<file path="config.mk">
export PLATFORM = sky130hd
export DESIGN_NAME = muldiv_unit_flat
export DESIGN_NICKNAME = d
export VERILOG_FILES = /design/src/rtl/muldiv_unit_if.sv /design/src/rtl/muldiv_unit.sv /design/src/flat_wrapper.sv
export SDC_FILE = /design/constraint.sdc
export NUM_CORES = 2
export LEC_CHECK = 0
export ABC_AREA = 1
export BUFFER_PORTS_ARGS = -buffer_cell sky130_fd_sc_hd__buf_2
export CAP_MARGIN = 30
export CORE_MARGIN = 3
export CORE_UTILIZATION = 40
export CTS_BUF_LIST = sky130_fd_sc_hd__clkbuf_8
export CTS_CLUSTER_DIAMETER = 120
export DETAILED_ROUTE_END_ITERATION = 8
export PLACE_DENSITY = 0.63
export SYNTH_ARGS = -nofsm -noshare
export SYNTH_HDL_FRONTEND = slang
export SYNTH_SLANG_ARGS = --single-unit
</file>
<file path="constraint.sdc">
create_clock -name clk -period 9.5 [get_ports clk]
set_clock_uncertainty 0.05 [all_clocks]
set_input_delay 0.95 -clock clk [delete_from_list [all_inputs] [get_ports clk]]
set_output_delay 0.95 -clock clk [all_outputs]
set_load 0.02 [all_outputs]
</file>
<file path="src/rtl/muldiv_unit_if.sv">
// RV32M operation encoding and the core-side request/response bundle of the mul/div unit.
package muldiv_unit_pkg;

    typedef enum logic [4:0] {
        ALU_ADD,
        ALU_SUB,
        ALU_SLL,
        ALU_SLT,
        ALU_SLTU,
        ALU_XOR,
        ALU_SRL,
        ALU_SRA,
        ALU_OR,
        ALU_AND,
        ALU_MUL,
        ALU_MULH,
        ALU_MULHSU,
        ALU_MULHU,
        ALU_DIV,
        ALU_DIVU,
        ALU_REM,
        ALU_REMU
    } alu_op_e;

endpackage

interface muldiv_unit_if #(
    parameter int unsigned XLEN = 32
);
    import muldiv_unit_pkg::*;

    logic            start;
    alu_op_e         alu_op;
    logic [XLEN-1:0] rs1;
    logic [XLEN-1:0] rs2;
    logic            flush;
    logic            busy;
    logic            done;
    logic [XLEN-1:0] result;

    modport master (
        output start, alu_op, rs1, rs2, flush,
        input  busy, done, result
    );

    modport slave (
        input  start, alu_op, rs1, rs2, flush,
        output busy, done, result
    );

endinterface

</file>
<file path="src/rtl/muldiv_unit.sv">
// RV32M execution unit: one-cycle registered multiply, restoring radix-2 divider.
module muldiv_unit
    import muldiv_unit_pkg::*;
#(
    parameter int unsigned XLEN  = 32,
    parameter int unsigned CNT_W = $clog2(XLEN) + 1
) (
    input  logic         clk,
    input  logic         rst_n,
    muldiv_unit_if.slave bus
);

    localparam int unsigned     PW       = 2 * XLEN;
    localparam logic [XLEN-1:0] MIN_NEG  = {1'b1, {(XLEN-1){1'b0}}};
    localparam logic [XLEN-1:0] ALL_ONES = {XLEN{1'b1}};

    typedef enum logic [2:0] {
        S_IDLE,
        S_MUL,
        S_DIV,
        S_FIXUP,
        S_DONE
    } state_e;

    state_e          state_q,  state_d;
    alu_op_e         op_q,     op_d;
    logic [XLEN-1:0] a_q,      a_d;
    logic [XLEN-1:0] b_q,      b_d;
    logic [XLEN-1:0] quo_q,    quo_d;
    logic [XLEN-1:0] rem_q,    rem_d;
    logic [XLEN-1:0] dvs_q,    dvs_d;
    logic [CNT_W-1:0] cnt_q,   cnt_d;
    logic [XLEN-1:0] result_q, result_d;
    logic            busy_q;
    logic            done_q;

    logic            in_mul;
    logic            in_div;
    logic            in_sgn;
    logic            in_quo;
    logic            op_sgn;
    logic            op_quo;
    logic            q_neg;
    logic            r_neg;
    logic signed [XLEN:0] mul_a;
    logic signed [XLEN:0] mul_b;
    logic [PW-1:0]   prod;
    logic [XLEN:0]   rem_shift;
    logic            rem_ge;

    // Opcode classification of the incoming request and of the latched op
    assign in_mul = bus.alu_op inside {ALU_MUL, ALU_MULH, ALU_MULHSU, ALU_MULHU};
    assign in_div = bus.alu_op inside {ALU_DIV, ALU_DIVU, ALU_REM, ALU_REMU};
    assign in_sgn = bus.alu_op inside {ALU_DIV, ALU_REM};
    assign in_quo = bus.alu_op inside {ALU_DIV, ALU_DIVU};
    assign op_sgn = op_q inside {ALU_DIV, ALU_REM};
    assign op_quo = op_q inside {ALU_DIV, ALU_DIVU};
    assign q_neg  = op_sgn & (a_q[XLEN-1] ^ b_q[XLEN-1]);
    assign r_neg  = op_sgn & a_q[XLEN-1];

    // Multiplier: operands widened by one bit so a single signed product covers all four flavours
    always_comb begin
        mul_a = {(op_q inside {ALU_MULH, ALU_MULHSU}) & a_q[XLEN-1], a_q};
        mul_b = {(op_q == ALU_MULH) & b_q[XLEN-1], b_q};
        prod  = PW'(mul_a) * PW'(mul_b);
    end

    // Divider step: shift the next dividend bit into the partial remainder and trial-compare
    assign rem_shift = {rem_q, quo_q[XLEN-1]};
    assign rem_ge    = rem_shift >= {1'b0, dvs_q};

    // Next-state and datapath update
    always_comb begin
        state_d  = state_q;
        op_d     = op_q;
        a_d      = a_q;
        b_d      = b_q;
        quo_d    = quo_q;
        rem_d    = rem_q;
        dvs_d    = dvs_q;
        cnt_d    = cnt_q;
        result_d = result_q;

        if (bus.flush) begin
            state_d = S_IDLE;
        end else begin
            case (state_q)
                S_IDLE, S_DONE: begin
                    if (bus.start) begin
                        op_d = bus.alu_op;
                        a_d  = bus.rs1;
                        b_d  = bus.rs2;
                        if (in_mul) begin
                            state_d = S_MUL;
                        end else if (in_div) begin
                            if (bus.rs2 == '0) begin
                                state_d  = S_DONE;
                                result_d = in_quo ? ALL_ONES : bus.rs1;
                            end else if (in_sgn && bus.rs1 == MIN_NEG && bus.rs2 == ALL_ONES) begin
                                state_d  = S_DONE;
                                result_d = in_quo ? MIN_NEG : '0;
                            end else begin
                                state_d = S_DIV;
                                quo_d   = (in_sgn && bus.rs1[XLEN-1]) ? -bus.rs1 : bus.rs1;
                                dvs_d   = (in_sgn && bus.rs2[XLEN-1]) ? -bus.rs2 : bus.rs2;
                                rem_d   = '0;
                                cnt_d   = CNT_W'(XLEN);
                            end
                        end else begin
                            state_d  = S_DONE;
                            result_d = '0;
                        end
                    end else begin
                        state_d = S_IDLE;
                    end
                end
                S_MUL: begin
                    result_d = (op_q == ALU_MUL) ? prod[XLEN-1:0] : prod[PW-1:XLEN];
                    state_d  = S_DONE;
                end
                S_DIV: begin
                    if (rem_ge) begin
                        rem_d = XLEN'(rem_shift - {1'b0, dvs_q});
                        quo_d = {quo_q[XLEN-2:0], 1'b1};
                    end else begin
                        rem_d = rem_shift[XLEN-1:0];
                        quo_d = {quo_q[XLEN-2:0], 1'b0};
                    end
                    cnt_d = cnt_q - CNT_W'(1);
                    if (cnt_q == CNT_W'(1)) begin
                        state_d = S_FIXUP;
                    end
                end
                S_FIXUP: begin
                    if (op_quo) begin
                        result_d = q_neg ? -quo_q : quo_q;
                    end else begin
                        result_d = r_neg ? -rem_q : rem_q;
                    end
                    state_d = S_DONE;
                end
                default: begin
                    state_d = S_IDLE;
                end
            endcase
        end
    end

    // State, datapath and registered status outputs
    always_ff @(posedge clk or negedge rst_n) begin
        if (!rst_n) begin
            state_q  <= S_IDLE;
            op_q     <= ALU_ADD;
            a_q      <= '0;
            b_q      <= '0;
            quo_q    <= '0;
            rem_q    <= '0;
            dvs_q    <= '0;
            cnt_q    <= '0;
            result_q <= '0;
            busy_q   <= 1'b0;
            done_q   <= 1'b0;
        end else begin
            state_q  <= state_d;
            op_q     <= op_d;
            a_q      <= a_d;
            b_q      <= b_d;
            quo_q    <= quo_d;
            rem_q    <= rem_d;
            dvs_q    <= dvs_d;
            cnt_q    <= cnt_d;
            result_q <= result_d;
            busy_q   <= state_d inside {S_MUL, S_DIV, S_FIXUP};
            done_q   <= state_d == S_DONE;
        end
    end

    assign bus.busy   = busy_q;
    assign bus.done   = done_q;
    assign bus.result = result_q;

endmodule

</file>
<file path="src/flat_wrapper.sv">
// flat-port wrapper written by rule: the top's interface ports become plain ports
module muldiv_unit_flat import muldiv_unit_pkg::*;
#(
    parameter int unsigned XLEN  = 32,
    parameter int unsigned CNT_W = $clog2(XLEN) + 1
)
  (clk, rst_n, bus_start, bus_alu_op, bus_rs1, bus_rs2, bus_flush, bus_busy, bus_done, bus_result);
  muldiv_unit_if #(.XLEN(XLEN)) bus_i ();
  input  logic clk;
  input  logic rst_n;
  input wire logic [$bits(bus_i.start)-1:0] bus_start;
  input wire logic [$bits(bus_i.alu_op)-1:0] bus_alu_op;
  input wire logic [$bits(bus_i.rs1)-1:0] bus_rs1;
  input wire logic [$bits(bus_i.rs2)-1:0] bus_rs2;
  input wire logic [$bits(bus_i.flush)-1:0] bus_flush;
  output wire logic [$bits(bus_i.busy)-1:0] bus_busy;
  output wire logic [$bits(bus_i.done)-1:0] bus_done;
  output wire logic [$bits(bus_i.result)-1:0] bus_result;
  assign bus_i.start = bus_start;
  assign bus_i.alu_op = bus_alu_op;
  assign bus_i.rs1 = bus_rs1;
  assign bus_i.rs2 = bus_rs2;
  assign bus_i.flush = bus_flush;
  assign bus_busy = bus_i.busy;
  assign bus_done = bus_i.done;
  assign bus_result = bus_i.result;
  muldiv_unit #(.XLEN(XLEN), .CNT_W(CNT_W)) u_core (.clk(clk), .rst_n(rst_n), .bus(bus_i));
endmodule
</file>
; ---- Word-level counts from Yosys, hierarchy flattened
; Index checks and enable logic that the tools add are counted.
[totals]
elab_cells = 123
in_bits = 73
ff_bits = 208
out_inout_bits = 34
[op_classes]
mux = 42
bitwise_logic = 9
n_eq_ne = 31
n_reduce_logical = 22
order_cmp = 1
n_addsub = 6
multipliers = 1
[ops]
columns = op, n
row1 = $mux W32, 24
row2 = $neg A32 Y32, 4
row3 = $pmux W32 S2, 2
row4 = $pmux W32 S3, 1
row5 = $eq A32 B32 Y1 const B, 2
row6 = $mul A33 B33 Y64, 1
row7 = $eq A5 B4 Y1 const B, 11
row8 = $ge A33 B32 Y1, 1
row9 = $logic_not A32 Y1, 1
row10 = $sub A32 B32 Y32, 1
row11 = $mux W6, 5
row12 = $mux W3, 7
row13 = $eq A5 B5 Y1 const B, 3
row14 = $reduce_and A7 Y1, 2
row15 = $eq A3 B2 Y1 const B, 4
row16 = $pmux W6 S2, 1
row17 = $reduce_bool A2 Y1, 6
row18 = $pmux W3 S3, 1
row19 = $ne A2 B2 Y1 const B, 4
row20 = $reduce_bool A4 Y1, 2
row21 = $eq A3 B1 Y1 const B, 2
row22 = $eq A3 B3 Y1 const B, 2
row23 = $eq A6 B1 Y1 const B, 1
row24 = $reduce_bool A3 Y1, 2
row25 = 12 further kinds, 22

; ---- Logic depth before layout (Yosys ltp)
[depth]
word_depth = 13
depth_mapped = 38
ltp_nobuf = 38

; ---- Worst setup path after synthesis
; Ideal clock, no wire load.
[synth_path]
path_type = register -> register
start = reg u_core.op_q[4]
end = reg u_core.result_q[30], in the netlist u_core.bus.result[30]
setup_time_ns = 0.122
stages_incl_launch_ff = 34
path_buffers = 0
period_less_slack_ns = 7.942
t_arrival_ns = 7.770
path_slack_ns = 1.558
t_required_ns = 9.328
path_cell_list = dfrtp_1 > inv_2 > nand2_1 > nor2_1 > clkinv_1 > nand2_1 > nand2_1 > inv_1 > nand2_1 > fa_1 > fa_1 > inv_1 > fa_1 > inv_1 > fa_1 > inv_1 > fa_1 > fa_1 > fa_1 > inv_1 > fa_1 > inv_1 > ha_1 > a21oi_1 > a21boi_0 > o21ai_0 > nand2_1 > nand2_1 > a21oi_1 > nand2_1 > nand2_1 > nand3_1 > nand2_1 > a21oi_1
[synth_between]
elab_chain_cells = 6
[synth_lines]
columns = element, line
row1 = start: declaration, muldiv_unit.sv:26  ; alu_op_e op_q, op_d;
row2 = start signal: assignment, muldiv_unit.sv:165  ; op_q <= op_d;
row3 = $eq A5 B4 Y1 (tied with other cells), "muldiv_unit.sv:63, muldiv_unit.sv:64"
row4 = $reduce_bool A2 Y1 (on tied branches), "muldiv_unit.sv:63, muldiv_unit.sv:56"
row5 = $and A1 B1 Y1 (on tied branches), "muldiv_unit.sv:63, muldiv_unit.sv:58, muldiv_unit.sv:59"
row6 = $mul A33 B33 Y64 (tied with other cells), muldiv_unit.sv:65  ; prod = PW'(mul_a) * PW'(mul_b);
row7 = $mux W32 (on tied branches), "muldiv_unit.sv:118, muldiv_unit.sv:135"
row8 = $pmux W32 S3 *, muldiv_unit.sv:87  ; case (state_q)
row9 = end signal: assignment, muldiv_unit.sv:172  ; result_q <= result_d;
row10 = end: declaration, muldiv_unit.sv:33  ; logic [XLEN-1:0] result_q, result_d;
; Every way passes the cells marked *; elsewhere a longest branch is shown, timed or not.
; A chain may end at the register's enable or synchronous reset.

; ---- Final worst setup path
; Ends and elaborated chain as after synthesis.

==> impl_results.md <==
- CTS Hold Bufs: 0
- Tcrit/Tclk final: 94.43%
- Port bufs: 106
- Register area share after synthesis: 9.354%
- Ports: approximately 110
- CTS tree: built
- Die footprint: approximately 0.14 mm^2
- HPWL after detailed placement: between 150000 and 200000 um
- Worst-case clock buffer depth: 3
- Post-synth EDFFs: 0
- Grt total ovfl: 0
- Final Core Density: 42.96%
- Crit. End Element: register
- Layout overhead on the synthesized area: 6.397%
- Unique masters post-synth: 60
- Reg-to-Reg Start: u_core.op_q[4]$_DFFE_PN0P_
- H-tree level count: 2
- Core ar.: approximately 0.14 mm^2
- Reg2reg end: u_core.bus.result[30]$_DFFE_PN0P_
- Yosys top cell by area: fa_1
- Post-CTS setup buffer count: 0
- Clock-pin slew on the worst setup and hold paths: 80 ps
- WP data required: around 10000 ps
- Layout fillers: 14190
- Syn_area_per_cell: roughly 7.5 um^2
- Largest net degree at the start of global routing: 89
- CP Data Arrival Time: approximately 9500 ps
- Fmax: about 110 MHz
- Dpl cell area: 0.05815 mm^2
- Clock Sinks: between 200 and 250
- Status: finished clean
- Top post-synthesis cells by count: inv_1, nand2_1, fa_1
- Final wirelength: 186900 um
- Later-pin clock latency in the skew report: around 650 ps
- Initial DRC Count: 3894
- Post-Layout Inst Area: about 0.059 mm^2
- Post-Syn Area: around 0.056 mm^2
- First-pass GRT wire length: slightly below 300000 um
- Placed cells: 9121
- Final std cells w/o fill: slightly above 9000
- Layout cell share with drive strength beyond 1: 5.875%
- Post-synth top flop: dfrtp_1
- Synth top area share: 40.51%
- Total negative slack: 0 ps
- Syn Inst Count: 7434
- Most common cell type on the critical path: nand2_1
- Gp weighted congestion: between 0.9 and 1
- Minimum clock period: 8971 ps
- Vias per cell: approximately 5.2
- Final Setup Violations: 0
- Synth async-reset ratio: 100.0%
- CTS Buf Count: between 40 and 50
- Iteration count of the initial detailed-routing pass: 6
- Max_slew headroom: roughly 31%
- Number of global-route vias before repair: about 50000
- Worst-path fanout max: 12
- RSZ-0062 raised after global routing: false
- CP max stage delay: 800 ps
- Nets: 8823
- Cell Rows: around 140
- Critical Path Source Type: register
- #FFs+latches synth: about 210
- DRC: 0
- Dominant cells by area after synthesis: fa_1, inv_1, nand2_1, dfrtp_1, ha_1
- Gr usage total: between 20% and 30%
- Root buf cell: clkbuf_8
- Fin. Hold Viols: 0
- Die height: 379.0 um
- Worst Tran Pin Value: roughly 1000 ps
- Initial antenna violation count: 15
- Net count after synthesis: slightly below 9000
- Most common cell in the netlist: inv_1
- Total number of vias: 47660
- Yosys synthesis warning count: 0
- Worst R2R Setup Slack: 530 ps
- CP endpoint: u_core.bus.result[30]$_DFFE_PN0P_
- Hold WC Path Type: in2async
- Die Wd: about 380 um
- Slowest CP cell: fa_1
- Max Cap Viol: 0
- R2R depth: 33
- Final Max Tran Viols: 0
- Avg WL per Cell: roughly 20 um
- Initial Utilization: about two fifths
- Worst setup path start: u_core.op_q[4]$_DFFE_PN0P_
- Critical path class: reg2reg
- Antenna-violating nets left: 0
- CTS-repair resized insts: 0
[how the worst min path moves through the flow]
stage	cells after the start	slack (ps)	from	endpoint
global placement	2	420	u_core.a_q[16]$_DFFE_PN0P_	u_core.a_q[16]$_DFFE_PN0P_
floorplan	2	410	u_core.dvs_q[0]$_DFFE_PN0P_	u_core.dvs_q[0]$_DFFE_PN0P_
detailed placement	2	430	u_core.a_q[16]$_DFFE_PN0P_	u_core.a_q[16]$_DFFE_PN0P_
finish	1	280	rst_n	u_core.quo_q[22]$_DFFE_PN0P_
CTS	1	300	rst_n	u_core.bus.result[21]$_DFFE_PN0P_
global route	1	320	rst_n	u_core.quo_q[22]$_DFFE_PN0P_
[final cells by class]
cell class                      instances  area (um^2)  area share [%]
Antenna cell                           10        25.02         0.04227
Inverter                             1953         7342           12.40
Timing Repair Buffer                  239         1677           2.832
Clock buffer                           53        729.5           1.232
Tap cell                             1794         2245           3.791
Clock inverter                         23        271.5          0.4586
Sequential cell                       208         5213           8.804
Multi-Input combinational cell       4928        41710           70.44
[state kept, by name, summed over array words and instances, names as in the netlist]
signal,cells
u_core.a_q,32
u_core.b_q,32
u_core.bus.busy,1
u_core.bus.done,1
u_core.bus.result,32
u_core.cnt_q,6
u_core.dvs_q,32
u_core.op_q,5
u_core.quo_q,32
u_core.rem_q,32
u_core.state_q,3
[through the flow]
stage	hold WS (ps)	setup slack, ps
after detailed placement	433.2	548.2
final	284.1	529.4
after global routing	318.6	39.64
after floorplan	409.4	1558
after global placement	422.6	641.5
after CTS	298.2	527.8
[metal layers]
layer	global-route usage [%]	vias up	wire length, um
li1	-	21590	-
met1	35.29	24170	77430
met2	45.26	1565	90030
met3	3.292	334	11690
met4	9.558	0	7753
met5	0	-	0
[cells in the final DEF, fill, tap and decap left out, types with 19 or more instances in the layout]
master,synthesis,final
clkbuf_8,0,53
nor2_1,428,428
nor3_1,45,43
nand2_1,1805,1804
nand4_1,56,56
ha_1,252,252
fa_1,1126,1126
o21ai_0,302,302
dfrtp_1,208,202
inv_1,1930,1937
mux2i_1,19,19
buf_2,28,105
a21oi_1,241,241
nand3_1,316,316
xor2_1,43,43
or2_2,28,28
buf_4,3,125
o21ai_1,67,67
[cells by family (layout without fill, tap and decap cells)]
kind of cell | Yosys count | in the layout | share of synthesized area, %
XOR/XNOR | 60 | 60 | 0.9443
buffers and inverters | 2298 | 2268 | 15.75
other | 0 | 10 | 0
AND/OR/NAND/NOR | 2759 | 2759 | 20.44
multiplexers | 36 | 36 | 0.6858
AO/OA/AOI/OAI | 695 | 695 | 6.649
adder cells (fa/ha/maj) | 1378 | 1378 | 46.17
flip-flops | 208 | 208 | 9.354
[critical path: cells and delay by family, from the launching register on]
kind	cells	cell delay, ps
AOI/OAI and AO/OA	5	1040
DFF	1	400
adders and majority gates	9	4940
buffers and inverters	8	1250
and+or+nand+nor	11	1150
Power is left out: the tool's default activity adds up to more than one toggle a clock period on the data nets, which glitch-free logic cannot reach.
